==> src/rtl/fib_pkg.sv <==
// Shared definitions for the Fibonacci engine and its binary-to-BCD display stage.
package fib_pkg;

   localparam int FIB_W      = 16;
   localparam int BCD_DIGITS = 5;

   typedef enum logic [1:0] {
      IDLE  = 2'd0,
      SHIFT = 2'd1,
      DONE  = 2'd2
   } bcd_state_t;

   typedef logic [4*BCD_DIGITS-1:0] bcd_word_t;

endpackage

==> src/rtl/bcd_digit_adj.sv <==
// Double-dabble digit correction: a BCD digit of 5 or more gets 3 added so the
// following left shift carries correctly into the next decimal digit.
module bcd_digit_adj (
   input  logic [3:0] digit_i,
   output logic [3:0] digit_o
);

   always_comb begin
      digit_o = digit_i;
      if (digit_i >= 4'd5) begin
         digit_o = digit_i + 4'd3;
      end
   end

endmodule

==> src/rtl/fib_bcd_convert.sv <==
// Iterative binary-to-packed-BCD converter (shift-and-add-3), one input bit per
// clock, using the same start / done / busy handshake as the Fibonacci engine.
module fib_bcd_convert
   import fib_pkg::*;
#(
   parameter int BIN_W  = FIB_W,
   parameter int DIGITS = BCD_DIGITS
) (
   input  logic                  clk,
   input  logic                  reset,
   input  logic [BIN_W-1:0]      din,
   input  logic                  start,
   output logic [4*DIGITS-1:0]   bcd,
   output logic                  done,
   output logic                  busy,
   output logic [1:0]            state_dbg
);

   // Handshake: a one-cycle start is accepted only while busy is low (IDLE),
   // din is captured on that same edge; done pulses for exactly one cycle when
   // bcd is refreshed, and bcd then holds until the next done.

   localparam int SR_W  = 4*DIGITS + BIN_W;
   localparam int CNT_W = $clog2(BIN_W) + 1;

   bcd_state_t            state_q, state_d;
   logic [CNT_W-1:0]      cnt_q, cnt_d;
   logic [SR_W-1:0]       sr_q, sr_d;
   logic [4*DIGITS-1:0]   bcd_q, bcd_d;
   logic [4*DIGITS-1:0]   adj_digits;
   logic [SR_W-1:0]       adj_sr;

   for (genvar g = 0; g < DIGITS; g++) begin : g_adj
      bcd_digit_adj u_adj (
         .digit_i (sr_q[BIN_W + 4*g +: 4]),
         .digit_o (adj_digits[4*g +: 4])
      );
   end

   assign adj_sr = {adj_digits, sr_q[BIN_W-1:0]};

   always_comb begin
      state_d = state_q;
      cnt_d   = cnt_q;
      sr_d    = sr_q;
      bcd_d   = bcd_q;
      case (state_q)
         IDLE: begin
            if (start) begin
               sr_d    = {{(4*DIGITS){1'b0}}, din};
               cnt_d   = '0;
               state_d = SHIFT;
            end
         end
         SHIFT: begin
            sr_d  = adj_sr << 1;
            cnt_d = cnt_q + CNT_W'(1);
            // The last shift publishes the whole decimal field at once.
            if (cnt_q == CNT_W'(BIN_W - 1)) begin
               bcd_d   = sr_d[SR_W-1:BIN_W];
               state_d = DONE;
            end
         end
         DONE: begin
            state_d = IDLE;
         end
         default: begin
            state_d = IDLE;
         end
      endcase
   end

   always_ff @(posedge clk or negedge reset) begin
      if (!reset) begin
         state_q <= IDLE;
         cnt_q   <= '0;
         sr_q    <= '0;
         bcd_q   <= '0;
      end else begin
         state_q <= state_d;
         cnt_q   <= cnt_d;
         sr_q    <= sr_d;
         bcd_q   <= bcd_d;
      end
   end

   // Status flags decode straight from state so reset clears them immediately.
   assign bcd       = bcd_q;
   assign done      = (state_q == DONE);
   assign busy      = (state_q != IDLE);
   assign state_dbg = state_q;

endmodule

==> config.mk <==
export PLATFORM = sky130hd
export DESIGN_NAME = fib_bcd_convert
export DESIGN_NICKNAME = d
export VERILOG_FILES = /design/src/rtl/fib_pkg.sv /design/src/rtl/bcd_digit_adj.sv /design/src/rtl/fib_bcd_convert.sv
export SDC_FILE = /design/constraint.sdc
export NUM_CORES = 1
export LEC_CHECK = 0
export ABC_AREA = 0
export BUFFER_PORTS_ARGS = -buffer_cell sky130_fd_sc_hd__buf_4
export CAP_MARGIN = 40
export CORE_MARGIN = 2
export CORE_UTILIZATION = 51
export DETAILED_ROUTE_END_ITERATION = 10
export HOLD_SLACK_MARGIN = 0.05
export PLACE_DENSITY = 0.84
export SKIP_LAST_GASP = 1
export SLEW_MARGIN = 20
export SYNTH_ARGS = -nofsm -noshare
export SYNTH_HDL_FRONTEND = slang
export SYNTH_HIERARCHICAL = 1
export SYNTH_SLANG_ARGS = --single-unit
export TNS_END_PERCENT = 100
==> constraint.sdc <==
create_clock -name clk -period 1.6 [get_ports clk]
set_clock_uncertainty 0.05 [all_clocks]
set_input_delay 0.32 -clock clk [delete_from_list [all_inputs] [get_ports clk]]
set_output_delay 0.32 -clock clk [all_outputs]
set_load 0.05 [all_outputs]
# == Word level (Yosys, flattened, before mapping) ==
# Cells that the tools add are included.
# word_totals
regBits,63
inputBits,19
out_inout_bits,24
word_cells,38
# classes
add_sub_neg,6
n_lt_le_gt_ge,5
eq_ne,5
n_mux,12
reduce_logical,6
# ops
cell,n
$pmux 36 s2,1
$mux 36,1
$ge 4x3->1 const B,5
$add 4x2->4 const B,4
$mux 4,4
$pmux 5 s2,1
$reduce_and 2->1,3
$add 5x1->5 const B,1
$eq 5x4->1 const B,1
$mux 5,1
$mux 2,2
$ne 2x2->1 const B,2
$pmux 2 s2,1
$reduce_bool 2->1,2
$add 3x2->3 const B,1
$mux 3,1
$eq 2x1->1 const B,1
$eq 2x2->1 const B,1
$logic_not 2->1,1

# == Depth between registers and ports, before layout ==
# Gate-level depths: netlist (run 1).
# logic_depth
word_depth,3
depth_mapped,6
mapped_depth_nobuf,6

# == By module ==
# The synthesis (run 1) kept the hierarchy.
# by_module_without_submodules
mod,instances,cells_each,area_each_um2,seq_area_each_um2
fib_bcd_convert,1,192,2548.7,1576.5
bcd_digit_adj,5,16,101.3,0.0

# == Worst setup path before layout (run 1) ==
# No wires, ideal clock.
# synth_path
path_kind,reg-to-output
start,reg state_q[1] (netlist: state_dbg[1])
end,out done
arrival_ns,1.618
t_required_ns,1.230
slack_ns,-0.388
stages_incl_launch_ff,3
path_buffers,1
cell_sequence,dfrtp_1 buf_2 nor2b_1
# synth_between
elab_chain_len,1
# synth_rtl
element,line_no,rtl
"start, declared",fib_bcd_convert.sv:26,"bcd_state_t state_q, state_d;"
"start signal, assigned",fib_bcd_convert.sv:80,state_q <= state_d;
$eq 2x2->1,fib_bcd_convert.sv:89,assign done = (state_q == DONE);
"end, declared",fib_bcd_convert.sv:14,"output logic done,"
# Every way passes these cells.

# == Final worst setup path (run 1) ==
# layout_path
start,reg cnt_q[0]
end,reg bcd_q[7] (netlist: bcd[7])
# layout_between
elab_chain_len,2
# layout_rtl
element,line_no,rtl
"start, declared",fib_bcd_convert.sv:27,"logic [CNT_W-1:0] cnt_q, cnt_d;"
"start signal, assigned",fib_bcd_convert.sv:81,cnt_q <= cnt_d;
$eq 5x4->1,fib_bcd_convert.sv:59,if (cnt_q == CNT_W'(BIN_W - 1)) begin
$reduce_and 2->1 (no source line),-,
"end signal, assigned",fib_bcd_convert.sv:78,bcd_q <= '0;
"end signal, assigned",fib_bcd_convert.sv:83,bcd_q <= bcd_d;
"end, declared",fib_bcd_convert.sv:29,"logic [4*DIGITS-1:0] bcd_q, bcd_d;"
# Every way passes these cells.
# A chain may end at the register's enable or synchronous reset.

==> impl_metrics.json, run 1 <==
{
  "outcome": "finished with violations",
  "violations": "setup timing",
  "core.rowCount": 28,
  "insertion_delay_ps": 340,
  "cts_tree": "yes",
  "end_kind": "flip-flop",
  "crit_arrival_ps": 1790,
  "nNetsFinal": 366,
  "grt_pass1_wl_mm": 10.1,
  "tightest_slew_ps": 423,
  "worstReg2RegEnd": "bcd[7]",
  "crit_fanout": 5,
  "dp.cells": 389,
  "hold_viol_final": 0,
  "pin_count": 43,
  "drive_above_1_share": 0.394,
  "crit_type": "reg -> reg",
  "rrSetupSlack_ps": -20,
  "r2r_cells": 6,
  "clock_power_share": 0.148,
  "fill_cells": 422,
  "gp_congestion": 0.824,
  "final_cell_area_um2": 3980,
  "diodes": 0,
  "setup_slack_ps": -19.5,
  "dpl_cell_area_um2": 3600,
  "rsz0062_at_grt": "yes",
  "maxSlewViolCount": 0,
  "wl_mm": 6.40,
  "h-tree-depth": 3,
  "cts.sinks": 63,
  "start_util": 0.519,
  "dp_hpwl_mm": 4.14,
  "reg2reg_from": "cnt_q[0]",
  "cp.required_ps": 1770,
  "drv_cap": 0,
  "syn_inst": 268,
  "io_buffer_count": 42,
  "yosysWarnings": 6,
  "areaGrowthSynthToFinish_pct": 31.2,
  "fmax_mhz": 617,
  "setup_tns_ps": -124,
  "vias_per_cell": 5.53,
  "startpoint_type": "flip-flop",
  "p_sw_uw": 3870,
  "crit_path_max_incr_delay_ps": 390,
  "numCtsBuffers": 9,
  "wl_met1_mm": 2.80,
  "finalCriticalPeriod_ps": 1620,
  "min_period_over_period": 1.01,
  "fp.coreArea_um2": 5850,
  "dr.pass1.iters": 4,
  "synthesis.nets": 299,
  "slew-limit-headroom": 0.718,
  "setup_viol": 11,
  "ant_nets": 0,
  "syn_area_um2": 3040,
  "route.met2.wl_mm": 3.23,
  "grt-ovfl-total": 0,
  "design.die.area_um2": 6580,
  "vias": 2294,
  "powerDensity_nw_per_um2": 2320,
  "slowest_stage": "dfrtp_1",
  "ir_worst_vdd_v": 0.00144,
  "hold_slack_ps": 216,
  "combinationalPowerShare": 0.543,
  "wl_met3_um": 323,
  "clkTransAtPathRegs_ps": 70,
  "hp-class": "in -> reg",
  "final_util": 0.680,
  "routedWlPerCell_um": 15.4,
  "drc": 0,
  "antenna_found_initial": 0,
  "grt_util_all_layers": 0.204,
  "clockBufferDepth": 2,
  "cp-startpoint": "cnt_q[0]",
  "drt_iter0_drc": 107,
  "grt_max_degree": 34,
  "dr.max_layer_used": "met4",
  "root_buffer": "clkbuf_8",
  "die_w_um": 81.1,
  "netSwitchingFraction": 0.420,
  "post_synth.cell_area_avg_um2": 11.3,
  "path_cells": "ha_2 -> and3_4 -> ha_4 -> nand2_8 -> clkbuf_16 -> mux2_4",
  "grt_pass1_vias": 2218,
  "seqPwrFrac": 0.309,
  "p_leak_uw": 0.00198,
  "stdcell_count": 415,
  "fp.dieH_um": 81.1,
  "cp-endpoint": "bcd[7]",
  "p_int_uw": 5350
}
==> per-layer routing <==
metal,vias to the layer above,global-route usage
met2,68,0.327
met1,1146,0.262
met5,-,0
met3,6,0.0667
met4,0,0.0695
li1,1074,-
==> layout by cell type (no fill, tap or decap), types with 2 or more instances in the layout <==
cell and n:
a21oi_1 2, a21oi_2 3, a21oi_4 2, a22o_1 21, a22oi_1 15, buf_12 5, buf_4 60, buf_6 2
clkbuf_8 10, clkinv_2 3, clkinvlp_4 2, dfrtp_1 58, dfrtp_2 5, ha_1 7, ha_2 4, inv_1 10
inv_2 3, mux2_4 19, mux2i_1 4, nand2_1 38, nand2b_1 6, nand2b_4 3, nor2_1 8, o21ai_0 22
o21ai_1 4, xnor2_1 4
==> how the worst min path moves through the flow <==
stage                     depth (start not counted)   start  endpoint  slack, ps
after detailed placement                          1   reset  sr_q[22]        240
after CTS                                         3  din[0]   sr_q[0]        180
after global placement                            1   reset  sr_q[23]        230
final                                             3  din[0]   sr_q[0]        220
after floorplan                                   0   reset    bcd[0]        -30
after global routing                              3  din[2]   sr_q[2]        220
==> stage by stage <==
stage	total power, uW	worst slack [ps]
after global routing	9810	-45.9
final	9220	-19.5
after CTS	8870	-44.4
after floorplan	6060	-14.3
after detailed placement	7410	-55.9
after global placement	7230	-11.6
==> flip-flops by register name, indices dropped and copies added, names as in the netlist <==
name,flops
bcd,20
cnt_q,5
state_dbg,2
sr_q,36
==> power by group through the flow <==
stage | registers [uW] | clock network, uW | logic [uW]
2_1_floorplan | 3470 | 0 | 2590
3_3_place_gp | 2800 | 0 | 4430
3_5_place_dp | 2830 | 0 | 4580
4_1_cts | 2810 | 1400 | 4660
5_1_grt | 2920 | 1480 | 5410
6_report | 2850 | 1360 | 5010
==> worst max-delay path, delay by kind of cell, from the launching register on <==
kind	cells	cell delay, ps
flops	1	390
fa+ha+maj	2	360
mux	1	290
simple gates	2	260
buf+inv	1	150
==> final cells by class <==
type	instances	area (um^2)	area share
clock buffer	10	138	0.0346
clock inverter	6	60.1	0.0151
tap	75	93.8	0.0236
sequential	63	1580	0.398
inverter	13	48.8	0.0123
multi-input combinational	178	1440	0.360
timing repair buffer	70	623	0.157
==> timing repair <==
action,CTS,global route
endpoints found under the setup margin,21,29
cloned,0,1
buffers inserted,0,8
endpoints found under the hold margin,31,0
hold buffers,1,0
gates resized for setup,3,19
pin swaps,0,9
Power figures use the tool's default switching activity.
==> run 2: changes to the inputs <==
--- a/config.mk
+++ b/config.mk
@@ -8,11 +8,14 @@
 export ABC_AREA = 0
 export BUFFER_PORTS_ARGS = -buffer_cell sky130_fd_sc_hd__buf_4
 export CAP_MARGIN = 40
+export CELL_PAD_IN_SITES_DETAIL_PLACEMENT = 1
+export CELL_PAD_IN_SITES_GLOBAL_PLACEMENT = 2
 export CORE_MARGIN = 2
-export CORE_UTILIZATION = 51
+export CORE_UTILIZATION = 34
 export DETAILED_ROUTE_END_ITERATION = 10
 export HOLD_SLACK_MARGIN = 0.05
-export PLACE_DENSITY = 0.84
+export PLACE_DENSITY = 0.85
+export RECOVER_POWER = 50
 export SKIP_LAST_GASP = 1
 export SLEW_MARGIN = 20
 export SYNTH_ARGS = -nofsm -noshare
==> run 2 against run 1 <==
Against the previous run:
- the run still ends with setup timing left
- final cell count increased by 11%
- register-to-register slack got worse by 20 ps
- worst setup slack got worse by 21 ps
- sequential cell count stayed put
- via count is 0.61% higher
- worst hold slack worse by 17 ps
- die area increased by 47%
- non-clock buffer count rose by 12
- global-route usage is 4.4 points lower
- largest cell class unchanged
==> impl_metrics.json, run 2 (synthesis results as in run 1) <==
{
  "ant_nets": 0,
  "gp_congestion": 0.760,
  "slowest_stage": "dfrtp_1",
  "rsz0062_at_grt": "yes",
  "crit_arrival_ps": 1820,
  "dp.cells": 427,
  "drv_cap": 0,
  "hold_viol_final": 0,
  "largest_reg_flops": 36,
  "combinationalPowerShare": 0.539,
  "outcome": "finished with violations",
  "cts.sinks": 63,
  "layout_common_cells": "buf_4 (67), dfrtp_1 (59), nand2_1 (38)",
  "setup_viol": 20,
  "h-tree-depth": 3,
  "final_cell_area_um2": 4170,
  "min_period_over_period": 1.03,
  "grt_max_degree": 31,
  "slew-limit-headroom": 0.467,
  "wl_mm": 7.25,
  "seqPwrFrac": 0.294,
  "dr.pass1.iters": 4,
  "startpoint_type": "flip-flop",
  "pin_count": 43,
  "drive_above_1_share": 0.423,
  "p_int_uw": 5680,
  "dp_hpwl_mm": 4.96,
  "p_sw_uw": 3960,
  "fmax_mhz": 610,
  "path_cells": "ha_2 -> and3_4 -> ha_4 -> nand2_8 -> buf_12 -> mux2_4",
  "areaGrowthSynthToFinish_pct": 37.4,
  "setup_tns_ps": -545,
  "nNetsFinal": 378,
  "start_util": 0.350,
  "fp.coreArea_um2": 8680,
  "die_w_um": 98.5,
  "final_common_cell": "buf_4",
  "vias_per_cell": 5.02,
  "diodes": 0,
  "fp.dieH_um": 98.5,
  "crit_fanout": 6,
  "antenna_found_initial": 0,
  "top_register": "sr_q",
  "root_buffer": "clkbuf_8",
  "core.rowCount": 34,
  "vias": 2308,
  "crit_path_max_incr_delay_ps": 390,
  "grt_util_all_layers": 0.161,
  "dp_slack_ps": -53.9,
  "powerDensity_nw_per_um2": 2310,
  "crit_type": "reg -> reg",
  "drc": 0,
  "finalCriticalPeriod_ps": 1640,
  "grt_pass1_wl_mm": 12.3,
  "grt_pass1_vias": 2527,
  "io_buffer_count": 42,
  "numCtsBuffers": 9,
  "violations": "setup timing",
  "dpl_cell_area_um2": 3660,
  "design.die.area_um2": 9700,
  "p_leak_uw": 0.00206,
  "ir_worst_vdd_v": 0.000868,
  "hp-class": "in -> reg",
  "drt_iter0_drc": 77,
  "final_util": 0.481,
  "routedWlPerCell_um": 15.8,
  "grt-ovfl-total": 0,
  "netSwitchingFraction": 0.411,
  "stdcell_count": 460,
  "end_kind": "flip-flop",
  "cp.required_ps": 1780,
  "setup_slack_ps": -40.2,
  "clock_power_share": 0.167,
  "tightest_slew_ps": 799,
  "clockBufferDepth": 2,
  "clkTransAtPathRegs_ps": 70,
  "maxSlewViolCount": 0,
  "cts_tree": "yes",
  "insertion_delay_ps": 340
}
## run 2: worst paths after layout
path | cells after the start | slack, ps | from | endpoint
max reg2reg | 6 | -40 | cnt_q[1] | bcd[14]
min reg2reg | 2 | 440 | sr_q[1] | sr_q[1]
min | 3 | 200 | din[0] | sr_q[0]
min in group asynchronous | 2 | 540 | reset | sr_q[2]
max in group asynchronous | 3 | 260 | reset | bcd[2]
max | 6 | -40 | cnt_q[1] | bcd[14]
## run 2: critical path: cells and delay by family, from the launching register on
family	cells	cell delay, ps
adders and majority gates	2	360
muxes	1	300
and+or+nand+nor	2	290
DFF	1	390
buffers and inverters	1	130
## run 2: power by group through the flow
stage                     registers, uW  logic (uW)  clock network [uW]
after floorplan                    3470        2590                   0
after global placement             2810        4420                   0
after detailed placement           2840        4600                   0
after CTS                          2830        4870                1640
after global routing               2940        5660                1730
final                              2840        5190                1610
## run 2: final cells by class
| type | instances | area [um^2] |
|---|---|---|
| timing repair buffer | 82 | 706 |
| sequential | 63 | 1580 |
| multi-input combinational | 178 | 1470 |
| tap | 108 | 135 |
| fill | 981 | 4510 |
| inverter | 13 | 48.8 |
| clock inverter | 5 | 80.1 |
| clock buffer | 11 | 151 |
## run 2: metal layers
layer  track usage  vias up  part of all wire
li1              -     1094                 -
met1         0.204     1160              0.44
met2         0.262       45              0.50
met3        0.0496        9             0.041
met4        0.0537        0             0.014
met5             0        -                 0
## run 2: what timing repair did
action | in CTS | in global routing
pin swaps | 2 | 13
buffers inserted | 7 | 8
cloned | 1 | 0
setup endpoints to repair | 24 | 38
resized for setup | 12 | 23
hold buffers | 1 | 0
hold endpoints to repair | 27 | 0
## run 2: metrics by stage
stage | power, uW | hold WS, ps
2_1_floorplan | 6060 | -25.6
3_3_place_gp | 7220 | 233
3_5_place_dp | 7440 | 233
4_1_cts | 9340 | 176
5_1_grt | 10300 | 198
6_report | 9640 | 200
==> run 3: changes to the inputs <==
--- a/config.mk
+++ b/config.mk
@@ -10,7 +10,7 @@
 export CAP_MARGIN = 40
 export CELL_PAD_IN_SITES_DETAIL_PLACEMENT = 1
 export CELL_PAD_IN_SITES_GLOBAL_PLACEMENT = 2
-export CORE_MARGIN = 2
+export CORE_ASPECT_RATIO = 2
 export CORE_UTILIZATION = 34
 export DETAILED_ROUTE_END_ITERATION = 10
 export HOLD_SLACK_MARGIN = 0.05
==> run 3 against run 2 <==
Against the previous run:
- the flow still finishes with violations (setup timing)
- sequential cell count unchanged
- combinational power about the same
- total power increased by 3.1%
- count of clock-buffer cells in the layout increased by 1
- clock power increased by 18%
==> impl_metrics.json, run 3 (synthesis results as in run 1) <==
{
  "grt_pass1_vias": 2576,
  "drc": 0,
  "dp_hpwl_mm": 5.14,
  "wl_mm": 7.62,
  "worstReg2RegEnd": "bcd[1]",
  "root_buffer": "clkbuf_16",
  "powerDensity_nw_per_um2": 2420,
  "violations": "setup timing",
  "setup_slack_ps": -45.4,
  "drive_above_1_share": 0.394,
  "crit_type": "reg -> reg",
  "core.rowCount": 48,
  "dr.pass1.iters": 4,
  "numCtsBuffers": 9,
  "crit_path_max_incr_delay_ps": 380,
  "cp.required_ps": 1760,
  "fp.coreArea_um2": 8650,
  "tightest_slew_ps": 638,
  "final_util": 0.475,
  "cts_tree": "yes",
  "clockBufferDepth": 2,
  "fp.dieH_um": 136,
  "pin_count": 43,
  "diodes": 0,
  "io_buffer_count": 42,
  "nNetsFinal": 369,
  "slew-limit-headroom": 0.574,
  "rsz0062_at_grt": "yes",
  "clkTransAtPathRegs_ps": 50,
  "design.die.area_um2": 9330,
  "crit_arrival_ps": 1810,
  "start_util": 0.351,
  "p_leak_uw": 0.00204,
  "setup_viol": 19,
  "startpoint_type": "flip-flop",
  "crit_fanout": 6,
  "cpLargestDelayFamily": "flip-flops",
  "r2r_cells": 6,
  "dp_slack_ps": -59.8,
  "reg2reg_from": "cnt_q[1]",
  "gp_congestion": 0.793,
  "largest_reg_flops": 36,
  "final_common_cell": "buf_4",
  "slowest_stage": "dfrtp_1",
  "fill_cells": 960,
  "vias_per_cell": 5.15,
  "cts.sinks": 63,
  "ant_nets": 0,
  "crit_buf_inv": 1,
  "drv_cap": 0,
  "grt_pass1_wl_mm": 12.3,
  "maxSlewViolCount": 0,
  "dpl_cell_area_um2": 3630,
  "antenna_found_initial": 0,
  "insertion_delay_ps": 330,
  "grt_util_all_layers": 0.182,
  "layout_common_cells": "buf_4 (62), dfrtp_1 (60), nand2_1 (38)",
  "die_w_um": 68.8,
  "drt_iter0_drc": 99,
  "top_register": "sr_q",
  "grt-ovfl-total": 0,
  "fmax_mhz": 608,
  "areaGrowthSynthToFinish_pct": 35.4,
  "worstHoldStart": "din[0]",
  "h-tree-depth": 3,
  "hold_viol_final": 0,
  "ir_worst_vdd_v": 0.000991,
  "rrSetupSlack_ps": -50,
  "hp-class": "in -> reg",
  "whs_endpoint": "sr_q[0]",
  "holdPathStages": 3,
  "vias": 2281,
  "end_kind": "flip-flop",
  "grt_max_degree": 27,
  "outcome": "finished with violations",
  "routedWlPerCell_um": 17.2,
  "finalCriticalPeriod_ps": 1650,
  "final_cell_area_um2": 4110,
  "path_cells": "ha_2 -> and3_4 -> ha_4 -> nand2_8 -> clkbuf_16 -> mux2_4",
  "min_period_over_period": 1.03
}
[run 3: area by class of cell]
class                   instances  area (um^2)  area share
clock buffers                  12          246      0.0600
flip-flops and latches         63         1580       0.384
well taps                     100          125      0.0304
inverters                      13         48.8      0.0119
clock inverters                 4         45.0      0.0110
repair buffers                 73          622       0.151
multi-input cells             178         1440       0.351
[run 3: where the power goes]
part | switching, uW | leakage [uW] | internal [uW] | total, uW
clock network | 663 | 0.000146 | 1240 | 1900
logic | 2830 | 0.00108 | 2360 | 5190
registers | 549 | 0.000805 | 2290 | 2840
[run 3: worst min-delay path, stage by stage]
cell	delay (ps)
buf_4	110
nand2_1	50
o21ai_0	70
[run 3: repair_timing]
item / in CTS / in global routing
gates resized for setup: 6 / 19
buffers inserted: 3 / 7
pin swaps: 1 / 8
gates cloned: 0 / 1
hold buffers: 1 / 0
hold endpoints to repair: 23 / 0
setup endpoints to repair: 24 / 28
[run 3: worst max path at each step]
stage,from,end,slack [ps],cells past startpoint
finish,cnt_q[1],bcd[1],-50,6
global placement,cnt_q[1],bcd[4],-10,6
floorplan,cnt_q[0],bcd[0],-10,6
detailed placement,cnt_q[1],bcd[3],-60,6
CTS,cnt_q[1],bcd[10],-60,6
global route,cnt_q[0],bcd[11],-90,6
[run 3: metal layers]
layer / part of all wire / up-vias / global-route usage
li1: - / 1078 / -
met1: 0.38 / 1156 / 0.194
met2: 0.57 / 37 / 0.324
met3: 0.025 / 10 / 0.0354
met4: 0.022 / 0 / 0.0930
met5: 0 / - / 0
[run 3: metrics by stage]
| step | cells | total power [uW] | TNS [ps] | hold WS [ps] |
|---|---|---|---|---|
| after CTS | 435 | 9650 | -761 | 206 |
| after detailed placement | 415 | 7580 | -733 | 206 |
| after floorplan | 268 | 6060 | -232 | -25.6 |
| final | 443 | 9930 | -531 | 219 |
| after global routing | 443 | 10600 | -2720 | 252 |
| after global placement | 415 | 7370 | -167 | 201 |
